$ cat src/rtl/bus_bridge_pkg.sv
// Shared bus-bridge types and UART framing constants for the target end of the link.
package bus_bridge_pkg;

    typedef struct packed {
        logic [15:0] addr;
        logic [7:0]  write_data;
        logic        is_write;
    } bus_bridge_req_t;

    typedef struct packed {
        logic [7:0] read_data;
        logic       is_write;
    } bus_bridge_resp_t;

    localparam int BB_UART_REQ_BYTES      = 4;
    localparam int BB_UART_RESP_BYTES     = 2;
    localparam int BB_UART_FLAG_WRITE_BIT = 0;

    typedef enum logic [2:0] {
        BB_T_IDLE,
        BB_T_TX_SEND,
        BB_T_TX_WAIT,
        BB_T_RX_WAIT,
        BB_T_RESP_HOLD
    } bb_target_state_e;

    // Request frame byte order on the wire: addr low, addr high, data, flags.
    function automatic logic [7:0] bb_req_byte(input bus_bridge_req_t req, input logic [1:0] idx);
        logic [7:0] b;
        b = 8'h00;
        case (idx)
            2'd0:    b = req.addr[7:0];
            2'd1:    b = req.addr[15:8];
            2'd2:    b = req.write_data;
            default: b[BB_UART_FLAG_WRITE_BIT] = req.is_write;
        endcase
        return b;
    endfunction

endpackage

$ cat src/rtl/bus_bridge_timeout_counter.sv
// Saturating cycle counter that flags expiry at LIMIT; LIMIT of 0 never expires.
module bus_bridge_timeout_counter #(
    parameter logic [31:0] LIMIT = 32'd5_000_000
) (
    input  logic clk,
    input  logic rst,
    input  logic clear,
    input  logic enable,
    output logic expired
);
    logic [31:0] count_q, count_d;

    always_comb begin
        count_d = count_q;
        if (clear)                        count_d = '0;
        else if (enable && count_q < LIMIT) count_d = count_q + 32'd1;
    end

    always_ff @(posedge clk) begin
        if (rst) count_q <= '0;
        else     count_q <= count_d;
    end

    assign expired = (LIMIT != 32'd0) && (count_q >= LIMIT);

endmodule

$ cat src/rtl/uart.sv
// 8N1 UART with a single-byte TX holding register and an RX ready flag.
// No reset: state powers up idle; 'clear' is a synchronous flush.
module uart #(
    parameter int CLKS_PER_BIT = 434
) (
    input  logic       clk_50m,
    input  logic       clear,
    input  logic       wr_en,
    input  logic [7:0] data_in,
    output logic       tx,
    output logic       tx_busy,
    input  logic       rx,
    output logic       ready,
    input  logic       ready_clr,
    output logic [7:0] data_out
);
    localparam int CW = $clog2(CLKS_PER_BIT + 1);

    logic          tx_busy_q, tx_busy_d;
    logic [CW-1:0] tx_cnt_q, tx_cnt_d;
    logic [3:0]    tx_bit_q, tx_bit_d;
    logic [9:0]    tx_shift_q, tx_shift_d;

    logic          rx_meta_q, rx_meta_d, rx_sync_q, rx_sync_d, rx_prev_q, rx_prev_d;
    logic          rx_active_q, rx_active_d;
    logic [CW-1:0] rx_cnt_q, rx_cnt_d;
    logic [3:0]    rx_bit_q, rx_bit_d;
    logic [7:0]    rx_shift_q, rx_shift_d;
    logic          ready_q, ready_d;
    logic [7:0]    data_q, data_d;

    always_comb begin
        tx_busy_d  = tx_busy_q;
        tx_cnt_d   = tx_cnt_q;
        tx_bit_d   = tx_bit_q;
        tx_shift_d = tx_shift_q;
        if (!tx_busy_q) begin
            if (wr_en) begin
                tx_busy_d  = 1'b1;
                tx_shift_d = {1'b1, data_in, 1'b0};
                tx_cnt_d   = '0;
                tx_bit_d   = 4'd0;
            end
        end else if (tx_cnt_q == CW'(CLKS_PER_BIT - 1)) begin
            tx_cnt_d   = '0;
            tx_shift_d = {1'b1, tx_shift_q[9:1]};
            if (tx_bit_q == 4'd9) tx_busy_d = 1'b0;
            else                  tx_bit_d  = tx_bit_q + 4'd1;
        end else begin
            tx_cnt_d = tx_cnt_q + CW'(1);
        end

        rx_meta_d   = rx;
        rx_sync_d   = rx_meta_q;
        rx_prev_d   = rx_sync_q;
        rx_active_d = rx_active_q;
        rx_cnt_d    = rx_cnt_q;
        rx_bit_d    = rx_bit_q;
        rx_shift_d  = rx_shift_q;
        data_d      = data_q;
        ready_d     = ready_clr ? 1'b0 : ready_q;
        if (!rx_active_q) begin
            if (rx_prev_q && !rx_sync_q) begin
                rx_active_d = 1'b1;
                rx_cnt_d    = '0;
                rx_bit_d    = 4'd0;
            end
        end else begin
            // Sample mid-bit; a start bit that is high again by then is a glitch.
            if (rx_cnt_q == CW'(CLKS_PER_BIT / 2)) begin
                if (rx_bit_q == 4'd0) begin
                    if (rx_sync_q) rx_active_d = 1'b0;
                end else if (rx_bit_q == 4'd9) begin
                    rx_active_d = 1'b0;
                    if (rx_sync_q) begin
                        ready_d = 1'b1;
                        data_d  = rx_shift_q;
                    end
                end else begin
                    rx_shift_d = {rx_sync_q, rx_shift_q[7:1]};
                end
            end
            if (rx_cnt_q == CW'(CLKS_PER_BIT - 1)) begin
                rx_cnt_d = '0;
                rx_bit_d = rx_bit_q + 4'd1;
            end else begin
                rx_cnt_d = rx_cnt_q + CW'(1);
            end
        end

        if (clear) begin
            tx_busy_d   = 1'b0;
            rx_active_d = 1'b0;
            ready_d     = 1'b0;
        end
    end

    always_ff @(posedge clk_50m) begin
        tx_busy_q   <= tx_busy_d;
        tx_cnt_q    <= tx_cnt_d;
        tx_bit_q    <= tx_bit_d;
        tx_shift_q  <= tx_shift_d;
        rx_meta_q   <= rx_meta_d;
        rx_sync_q   <= rx_sync_d;
        rx_prev_q   <= rx_prev_d;
        rx_active_q <= rx_active_d;
        rx_cnt_q    <= rx_cnt_d;
        rx_bit_q    <= rx_bit_d;
        rx_shift_q  <= rx_shift_d;
        ready_q     <= ready_d;
        data_q      <= data_d;
    end

    assign tx       = tx_busy_q ? tx_shift_q[0] : 1'b1;
    assign tx_busy  = tx_busy_q;
    assign ready    = ready_q;
    assign data_out = data_q;

endmodule

$ cat src/rtl/bus_bridge_target_uart_wrapper.sv
// Target end of the bus-bridge UART link: sends a 4-byte request frame and
// collects the 2-byte response frame, with a timeout so a dead link cannot hang the bus.
module bus_bridge_target_uart_wrapper
    import bus_bridge_pkg::*;
#(
    parameter logic [31:0] TIMEOUT_CYCLES    = 32'd5_000_000,
    parameter int          UART_CLKS_PER_BIT = 434
) (
    input  logic             clk,
    input  logic             rst,
    input  logic             req_valid,
    output logic             req_ready,
    input  bus_bridge_req_t  req_payload,
    output logic             resp_valid,
    input  logic             resp_ready,
    output bus_bridge_resp_t resp_payload,
    output logic             uart_tx,
    input  logic             uart_rx,
    output logic             busy,
    output logic             resp_timeout,
    output logic             stray_byte
);
    bb_target_state_e state_q, state_d;
    logic [1:0]       byte_idx_q, byte_idx_d;
    bus_bridge_req_t  req_pending_q, req_pending_d;
    bus_bridge_resp_t resp_payload_q, resp_payload_d;
    logic [7:0]       read_data_q, read_data_d;
    logic             resp_valid_q, resp_valid_d;
    logic             resp_timeout_q, resp_timeout_d;
    logic             stray_byte_q, stray_byte_d;
    logic             uart_wr_en_q, uart_wr_en_d;
    logic             uart_ready_clr_q, uart_ready_clr_d;
    logic [7:0]       uart_data_in_q, uart_data_in_d;
    logic             tx_busy_prev_q;

    logic       uart_tx_busy, uart_ready;
    logic [7:0] uart_data_out;
    logic       to_clear, to_expired, tx_done, rx_byte;

    assign tx_done = tx_busy_prev_q && !uart_tx_busy;
    // ready stays high for one more cycle while our clear is in flight.
    assign rx_byte = uart_ready && !uart_ready_clr_q;

    always_comb begin
        state_d          = state_q;
        byte_idx_d       = byte_idx_q;
        req_pending_d    = req_pending_q;
        resp_payload_d   = resp_payload_q;
        read_data_d      = read_data_q;
        resp_valid_d     = resp_valid_q;
        resp_timeout_d   = 1'b0;
        stray_byte_d     = 1'b0;
        uart_wr_en_d     = 1'b0;
        uart_ready_clr_d = 1'b0;
        uart_data_in_d   = uart_data_in_q;
        to_clear         = 1'b0;

        case (state_q)
            BB_T_IDLE: begin
                if (req_valid) begin
                    req_pending_d = req_payload;
                    byte_idx_d    = 2'd0;
                    state_d       = BB_T_TX_SEND;
                end
            end
            BB_T_TX_SEND: begin
                if (!uart_tx_busy) begin
                    uart_data_in_d = bb_req_byte(req_pending_q, byte_idx_q);
                    uart_wr_en_d   = 1'b1;
                    state_d        = BB_T_TX_WAIT;
                end
            end
            BB_T_TX_WAIT: begin
                if (tx_done) begin
                    if (byte_idx_q == 2'(BB_UART_REQ_BYTES - 1)) begin
                        to_clear   = 1'b1;
                        byte_idx_d = 2'd0;
                        state_d    = BB_T_RX_WAIT;
                    end else begin
                        byte_idx_d = byte_idx_q + 2'd1;
                        state_d    = BB_T_TX_SEND;
                    end
                end
            end
            BB_T_RX_WAIT: begin
                // A byte landing on the expiry cycle takes precedence over the timeout.
                if (rx_byte) begin
                    uart_ready_clr_d = 1'b1;
                    if (byte_idx_q == 2'(BB_UART_RESP_BYTES - 1)) begin
                        resp_payload_d.read_data = read_data_q;
                        resp_payload_d.is_write  = uart_data_out[BB_UART_FLAG_WRITE_BIT];
                        resp_valid_d             = 1'b1;
                        state_d                  = BB_T_RESP_HOLD;
                    end else begin
                        read_data_d = uart_data_out;
                        byte_idx_d  = byte_idx_q + 2'd1;
                    end
                end else if (to_expired) begin
                    resp_payload_d = '{read_data: 8'h00, is_write: req_pending_q.is_write};
                    resp_valid_d   = 1'b1;
                    resp_timeout_d = 1'b1;
                    byte_idx_d     = 2'd0;
                    state_d        = BB_T_RESP_HOLD;
                end
            end
            BB_T_RESP_HOLD: begin
                if (resp_ready) begin
                    resp_valid_d = 1'b0;
                    state_d      = BB_T_IDLE;
                end
            end
            default: state_d = BB_T_IDLE;
        endcase

        if (rx_byte && state_q != BB_T_RX_WAIT) begin
            uart_ready_clr_d = 1'b1;
            stray_byte_d     = 1'b1;
        end
    end

    always_ff @(posedge clk) begin
        if (rst) begin
            state_q          <= BB_T_IDLE;
            byte_idx_q       <= 2'd0;
            req_pending_q    <= '0;
            resp_payload_q   <= '0;
            read_data_q      <= 8'h00;
            resp_valid_q     <= 1'b0;
            resp_timeout_q   <= 1'b0;
            stray_byte_q     <= 1'b0;
            uart_wr_en_q     <= 1'b0;
            uart_ready_clr_q <= 1'b0;
            uart_data_in_q   <= 8'h00;
            tx_busy_prev_q   <= 1'b0;
        end else begin
            state_q          <= state_d;
            byte_idx_q       <= byte_idx_d;
            req_pending_q    <= req_pending_d;
            resp_payload_q   <= resp_payload_d;
            read_data_q      <= read_data_d;
            resp_valid_q     <= resp_valid_d;
            resp_timeout_q   <= resp_timeout_d;
            stray_byte_q     <= stray_byte_d;
            uart_wr_en_q     <= uart_wr_en_d;
            uart_ready_clr_q <= uart_ready_clr_d;
            uart_data_in_q   <= uart_data_in_d;
            tx_busy_prev_q   <= uart_tx_busy;
        end
    end

    bus_bridge_timeout_counter #(
        .LIMIT (TIMEOUT_CYCLES)
    ) u_timeout (
        .clk     (clk),
        .rst     (rst),
        .clear   (to_clear),
        .enable  (state_q == BB_T_RX_WAIT),
        .expired (to_expired)
    );

    uart #(
        .CLKS_PER_BIT (UART_CLKS_PER_BIT)
    ) u_uart (
        .clk_50m   (clk),
        .clear     (1'b0),
        .wr_en     (uart_wr_en_q),
        .data_in   (uart_data_in_q),
        .tx        (uart_tx),
        .tx_busy   (uart_tx_busy),
        .rx        (uart_rx),
        .ready     (uart_ready),
        .ready_clr (uart_ready_clr_q),
        .data_out  (uart_data_out)
    );

    assign req_ready    = (state_q == BB_T_IDLE);
    assign busy         = (state_q != BB_T_IDLE);
    assign resp_valid   = resp_valid_q;
    assign resp_payload = resp_payload_q;
    assign resp_timeout = resp_timeout_q;
    assign stray_byte   = stray_byte_q;

endmodule

$ cat config.mk
export PLATFORM = sky130hd
export DESIGN_NAME = bus_bridge_target_uart_wrapper
export DESIGN_NICKNAME = d
export VERILOG_FILES = /design/src/rtl/bus_bridge_pkg.sv /design/src/rtl/bus_bridge_timeout_counter.sv /design/src/rtl/uart.sv /design/src/rtl/bus_bridge_target_uart_wrapper.sv
export SDC_FILE = /design/constraint.sdc
export NUM_CORES = 1
export LEC_CHECK = 0
export CORE_UTILIZATION = 45
export DETAILED_ROUTE_END_ITERATION = 8
export PLACE_DENSITY = 0.62
export SLEW_MARGIN = 20
export SYNTH_ARGS = -nofsm -noshare
export SYNTH_HDL_FRONTEND = slang
export SYNTH_HIERARCHICAL = 1
export SYNTH_SLANG_ARGS = --single-unit
$ cat constraint.sdc
create_clock -name clk -period 3.1 [get_ports clk]
set_input_delay 0.465 -clock clk [delete_from_list [all_inputs] [get_ports clk]]
set_output_delay 0.465 -clock clk [all_outputs]
set_load 0.1 [all_outputs]
==> reports/qor.yml, run 1 <==
timing.rr.start: "state_q[0]$_SDFFE_PP0P_"
setup_viol: 0
grt-ovfl-total: 0
start_util_pct: 46.7
htreeDepth: 4
track_usage_pct: 18.3
crit_required_ns: 3.44
p_sw_mw: 1.55
ios: 45
post-route-min-period_ns: 2.72
die_width_um: 123
peakVddDrop_mv: 0.424
p_clk_share_pct: 39.8
place_ws_ns: 0.420
synth-seq-cells: 150
grt_pass1_wl_mm: 21.4
combPwrFrac_pct: 16.0
ys_seq_area_share_pct: 53.6
gp_congestion: 0.828
outcome: "finished clean"
swShare_pct: 28.5
fp.dieH_um: 123
power.density_mw_per_mm2: 709
ys.flop_type: "dfxtp_1"
avgSynthCellArea_um2: 9.87
worst_path_largest_cell_delay_ns: 0.64
timing.final.hold_violations: 0
yosysWarnings: 6
dpl.hpwl_mm: 8.72
rsz0062_at_grt: "false"
tns_ns: 0
async_flop_share_pct: 0
cts_tree: "done"
p_int_mw: 3.89
finalWorstSetupSlack_ns: 0.384
cp-end-kind: "flop"
timing.fmax_ghz: 0.368
antenna_left: 0
clock_path_buffers: 2
synthTopCellsByArea: "dfxtp_1, edfxtp_1, a21oi_1"
cts_resized: 0
ctsHoldBuffers: 0
synthCells: 664
fp.coreArea_mm2: 0.0140
slew_viol_final: 0
cp_max_fo: 42
antennaDiodeCount: 0
drt_iter0_drc: 369
cts-root-buf: "clkbuf_16"
fin_crit_sh_pct: 87.6
holdPathStages: 0
totalPowerFinal_mw: 5.44
synth_top_area_share_pct: 30.2
critical_path_arrival_ns: 3.05
synth_cell_type_count: 65
nets: 742
start_kind: "flop"
r2r_cells: 6
numCtsBuffers: 17
hold_path_class: "reg -> reg"
crit_start: "state_q[0]$_SDFFE_PP0P_"
routed_wl_mm: 12.8
slew_headroom_pct: 31.7
p_leak_nw: 2.75
crit_chain: "nand3b_2 > inv_2 > nand2_1 > a211o_1 > or4_1 > a21oi_1"
port-buffer-count: 44
maxCapViolations: 0
min_from: "u_uart/rx_meta_q$_DFF_P_"
crit_type: "reg -> reg"
fin_worst_skew_ns: 0.0112
vias: 4843
path_clk_slew_ns: 0.06
synth_edf_count: 51
fill_cells: 1199
grt_max_degree: 43
vias_per_cell: 5.44
cpMaxStageDelayCell: "or4_1"
yosys.area.top_type: "dfxtp_1"
firstDrtPassIters: 5
wl_per_cell_um: 14.3
grt_pass1_vias: 4607
seq_power_share_pct: 44.2
drive_above_1_share_pct: 10.3
drc: 0
cts_setup_buffers: 0
dieArea_mm2: 0.0150
syn-cell-area_mm2: 0.00655
worstMarginPinSlew_ns: 1.02
rows: 43
antenna_found_initial: 0
syn_to_final_growth_pct: 17.2
numClockSinks: 150
insertion_delay_ns: 0.42
[cells by family (layout without fill, tap and decap cells)]
group           Yosys count  in the layout  synth area share [%]
simple gates            265            265                  21.1
flops                   150            150                  53.6
compound gates          141            141                  13.5
buf+inv                  59            103                  3.84
mux                      22             22                  3.59
fa+ha+maj                15             15                  2.86
xor+xnor                 11             11                  1.47
other cells               1              3                0.0572
[routing by layer]
| layer | GRT usage, % | wire length [um] | up-vias |
|---|---|---|---|
| met2 | 30.1 | 6210 | 87 |
| li1 | - | - | 2444 |
| met3 | 5.95 | 606 | 9 |
| met1 | 22.6 | 5840 | 2303 |
| met5 | 0 | 0 | - |
| met4 | 6.17 | 111 | 0 |
[sequential cells by signal (all words and copies together) (netlist names), 3 cells and up]
name	count
req_pending_q	25
u_uart/rx_bit_q	4
u_uart/tx_shift_q	9
u_uart/tx_bit_q	4
u_uart/data_out	8
u_uart/tx_cnt_q	9
state_q	3
read_data_q	8
u_uart/rx_shift_q	8
uart_data_in_q	8
resp_payload	9
u_uart/rx_cnt_q	9
u_timeout/count_q	32
[Yosys cell counts (all sizes together), types with 8 or more instances]
| master | count |
|---|---|
| nand3 | 19 |
| mux2 | 9 |
| mux2i | 13 |
| ha | 15 |
| o31ai | 9 |
| buf | 14 |
| nand2 | 87 |
| and2 | 13 |
| nand4 | 11 |
| nor3 | 16 |
| a222oi | 8 |
| edfxtp | 51 |
| o21ai | 29 |
| inv | 24 |
| clkbuf | 21 |
| a21oi | 71 |
| dfxtp | 99 |
| nor2 | 50 |
| or3 | 19 |
| or4 | 9 |
[final cells by class]
cell class              count  area [um2]  area share [%]
clock buffers              17         425            5.54
clock inverters            15         201            2.62
inverters                  24        90.1            1.17
multi-input cells         457        2800            36.5
flip-flops and latches    150        3510            45.8
well taps                 180         225            2.93
repair buffers             47         420            5.48
[power groups by stage]
stage / Sequential [mW] / Combinational, mW / Clock, mW
6_report: 2.40 / 0.873 / 2.17
5_1_grt: 2.43 / 0.975 / 2.30
4_1_cts: 2.40 / 0.884 / 2.22
3_5_place_dp: 2.44 / 0.879 / 0
3_3_place_gp: 2.43 / 0.864 / 0
2_1_floorplan: 2.37 / 0.753 / 0
[placed cells by master, fill, tap and decap left out, types with 15 or more instances in the layout]
master / count
nand3_1: 18
ha_1: 15
clkdlybuf4s50_1: 28
a21oi_1: 71
edfxtp_1: 51
or3_1: 19
nor2_1: 50
nand2_1: 86
dfxtp_1: 99
inv_1: 23
clkbuf_16: 17
o21ai_0: 28
buf_4: 18
[stage by stage]
| stage | util [%] | hold WS (ns) | std cells | area [um2] |
|---|---|---|---|---|
| floorplan | - | 0.310 | 666 | 6570 |
| global placement | 50.2 | 0.315 | 858 | 7050 |
| detailed placement | 50.2 | 0.315 | 858 | 7050 |
| CTS | 54.7 | 0.329 | 890 | 7680 |
| global route | 54.7 | 0.340 | 890 | 7680 |
| finish | 54.7 | 0.327 | 890 | 7680 |
[path summary, 6_finish.rpt]
check	endpoint	slack (ns)
setup reg to reg	u_timeout/count_q[5]$_SDFFE_PP0P_	0.38
hold reg to reg	u_uart/rx_prev_d$_DFF_P_	0.33
setup / recovery	u_timeout/count_q[5]$_SDFFE_PP0P_	0.38
hold / removal	u_uart/rx_prev_d$_DFF_P_	0.33
[critical path: cells and delay by family (launching register included)]
kind	cells	cell delay, ns
buffers and inverters	1	0.19
AO/OA/AOI/OAI	2	0.79
flip-flops	1	0.62
AND/OR/NAND/NOR	3	1.03
Power figures use the tool's default switching activity.
==> inputs of run 2 (changes only) <==
Settings changed: HOLD_SLACK_MARGIN set to 0.02.
==> results of run 2 <==
Same layout as run 1: the final DEF is identical, and so are final timing and power.
==> inputs of run 3 (changes only) <==
Clock period 3.1 ns to 3.23 ns, I/O delays scaled along.
==> run 3 against run 2 <==
Combinational power is 4.6% lower. Worst hold slack better by 0.0029 ns. First-iteration DRC count is 1.4% higher. Critical path type unchanged. Critical endpoint unchanged. Largest power group unchanged. Highest routed layer unchanged.
==> reports/qor.yml, run 3 (synthesis results as in run 1) <==
fp.coreArea_mm2: 0.0140  # unchanged
final_common_cell: "dfxtp_1"
hold_path_class: "reg -> reg"
postPlaceCellArea_mm2: 0.00707  # +0.27%
vias: 4792  # -1.1%
dr_wl_met3_um: 522  # -14%
antenna_left: 0  # unchanged
fin_crit_sh_pct: 82.5  # -5.1 points
fp.dieH_um: 123  # unchanged
p_sw_mw: 1.51  # -2.8%
top_register: "u_timeout/count_q"
slew_viol_final: 0  # unchanged
nets: 742  # unchanged
final_util_pct: 54.6  # -0.11 points
crit_chain: "nand3b_2 > inv_2 > nand2_1 > a211o_1 > or4_1 > a21oi_1"
numCtsBuffers: 17  # unchanged
min_from: "u_uart/rx_meta_q$_DFF_P_"
drt_iter0_drc: 374  # +1.4%
gp_congestion: 0.859  # +3.7%
cts-root-buf: "clkbuf_16"
drive_above_1_share_pct: 9.15  # -1.1 points
finalWorstSetupSlack_ns: 0.566  # +0.182 ns
setup_viol: 0  # unchanged
worstMarginPinSlew_ns: 1.01  # -0.0170 ns
p_clk_share_pct: 38.5  # -1.3 points
cp-end-kind: "flop"
route.met2.wl_mm: 6.33  # +2.0%
routed_wl_mm: 12.8  # +0.55%
power.density_mw_per_mm2: 665  # -6.1%
drc: 0  # unchanged
place_ws_ns: 0.584  # +0.164 ns
totalPowerFinal_mw: 5.10  # -6.3%
p_int_mw: 3.59  # -7.7%
wl_met1_mm: 5.79  # -0.84%
slew_headroom_pct: 32.8  # +1.1 points
syn_to_final_growth_pct: 16.9
crit_type: "reg -> reg"
dieArea_mm2: 0.0150  # unchanged
critical_path_arrival_ns: 3.01  # -0.04 ns
finalInstanceArea_mm2: 0.00766  # -0.20%
vias_per_cell: 5.38  # -1.1%
ios: 45  # unchanged
start_kind: "flop"
crit_required_ns: 3.57  # +0.13 ns
wl_per_cell_um: 14.4  # +0.55%
firstDrtPassIters: 5  # unchanged
die_width_um: 123  # unchanged
min_to: "u_uart/rx_prev_d$_DFF_P_"
cts_setup_buffers: 0  # unchanged
layout.cells.most_common_list: "dfxtp_1, nand2_1, a21oi_1, edfxtp_1, nor2_1"
cts_tree: "done"
placed_cells: 858  # unchanged
r2r_cells: 6  # unchanged
maxCapViolations: 0  # unchanged
p_leak_nw: 2.71  # -1.2%
ctsHoldBuffers: 0  # unchanged
seq_power_share_pct: 45.2  # +1.0 points
largest_register_ffs: 32  # unchanged
timing.final.hold_violations: 0  # unchanged
path_buf_inv: 1  # unchanged
grt_max_degree: 43  # unchanged
antenna_found_initial: 0  # unchanged
worst_path_largest_cell_delay_ns: 0.65  # about the same
cpMaxStageDelayCell: "or4_1"
clock_path_buffers: 2  # unchanged
outcome: "finished clean"
start_util_pct: 46.7  # unchanged
rsz0062_at_grt: "false"
port-buffer-count: 44  # unchanged
swShare_pct: 29.6  # +1.1 points
track_usage_pct: 18.4  # +0.056 points
path_clk_slew_ns: 0.06  # about the same
numClockSinks: 150  # unchanged
timing.rr.end: "u_timeout/count_q[5]$_SDFFE_PP0P_"
tns_ns: 0  # unchanged
peakVddDrop_mv: 0.505  # +19%
antennaDiodeCount: 0  # unchanged
reg_top3: "u_timeout/count_q: 32 flops, req_pending_q: 25 flops"
timing.rr.start: "state_q[0]$_SDFFE_PP0P_"
combPwrFrac_pct: 16.3  # +0.3 points
grt_pass1_vias: 4625  # +0.39%
rows: 43  # unchanged
fin_cells: 890  # unchanged
dpl.hpwl_mm: 8.85  # +1.5%
timing.fmax_ghz: 0.375  # +2.0%
insertion_delay_ns: 0.42  # about the same
holdWs_ns: 0.330  # +0.00293 ns
post-route-min-period_ns: 2.66  # -0.0523 ns
cp_max_fo: 42  # unchanged
fin_worst_skew_ns: 0.00806  # -0.00314 ns
grt_pass1_wl_mm: 21.5  # +0.39%
top_layer_used: "met4"
critical-path-top-delay-family: "simple AND/OR/NAND/NOR gates"
holdPathStages: 0  # unchanged
r2r_setup_slack_ns: 0.57  # +0.18 ns
htreeDepth: 4  # unchanged
grt-ovfl-total: 0  # unchanged
cts_resized: 0  # unchanged
fill_cells: 1225  # +2.2%
[run 3: changes by cell type in the layout (fill, tap and decap cells not counted), sizes merged]
cell           before  now
inv                27   31
buf                19    9
bufinv              4    2
clkinv              4    2
clkdlybuf4s50      28   38
[run 3: power groups by stage]
| stage | Clock [mW] | Combinational, mW | Sequential, mW |
|---|---|---|---|
| 4_1_cts | 2.01 | 0.844 | 2.30 |
| 3_5_place_dp | 0 | 0.840 | 2.34 |
| 6_report | 1.96 | 0.833 | 2.30 |
| 3_3_place_gp | 0 | 0.822 | 2.33 |
| 5_1_grt | 2.10 | 0.927 | 2.33 |
| 2_1_floorplan | 0 | 0.719 | 2.27 |
[run 3: per-layer routing]
layer  track usage, %  vias to the layer above
li1                 -                     2452
met1             22.4                     2248
met2             30.7                       75
met3             5.16                       17
met4             7.01                        0
met5                0                        -
[run 3: worst max path at each step]
stage | startpoint | endpoint | slack, ns | cells past startpoint
2_1_floorplan | state_q[2]$_SDFFE_PP0P_ | busy | 0.10 | 3
3_3_place_gp | state_q[0]$_SDFFE_PP0P_ | u_timeout/count_q[21]$_SDFFE_PP0P_ | 0.73 | 6
3_5_place_dp | state_q[0]$_SDFFE_PP0P_ | u_timeout/count_q[5]$_SDFFE_PP0P_ | 0.58 | 6
4_1_cts | state_q[0]$_SDFFE_PP0P_ | u_timeout/count_q[5]$_SDFFE_PP0P_ | 0.57 | 6
5_1_grt | state_q[0]$_SDFFE_PP0P_ | u_timeout/count_q[5]$_SDFFE_PP0P_ | 0.30 | 6
6_report | state_q[0]$_SDFFE_PP0P_ | u_timeout/count_q[5]$_SDFFE_PP0P_ | 0.57 | 6
[run 3: cell type report]
class	instances	area, um2	area share, %
multi-input combinational	457	2800	36.5
tap	180	225	2.94
sequential	150	3510	45.9
clock buffer	17	425	5.55
timing repair buffer	47	445	5.81
clock inverter	15	168	2.19
inverter	24	90.1	1.18
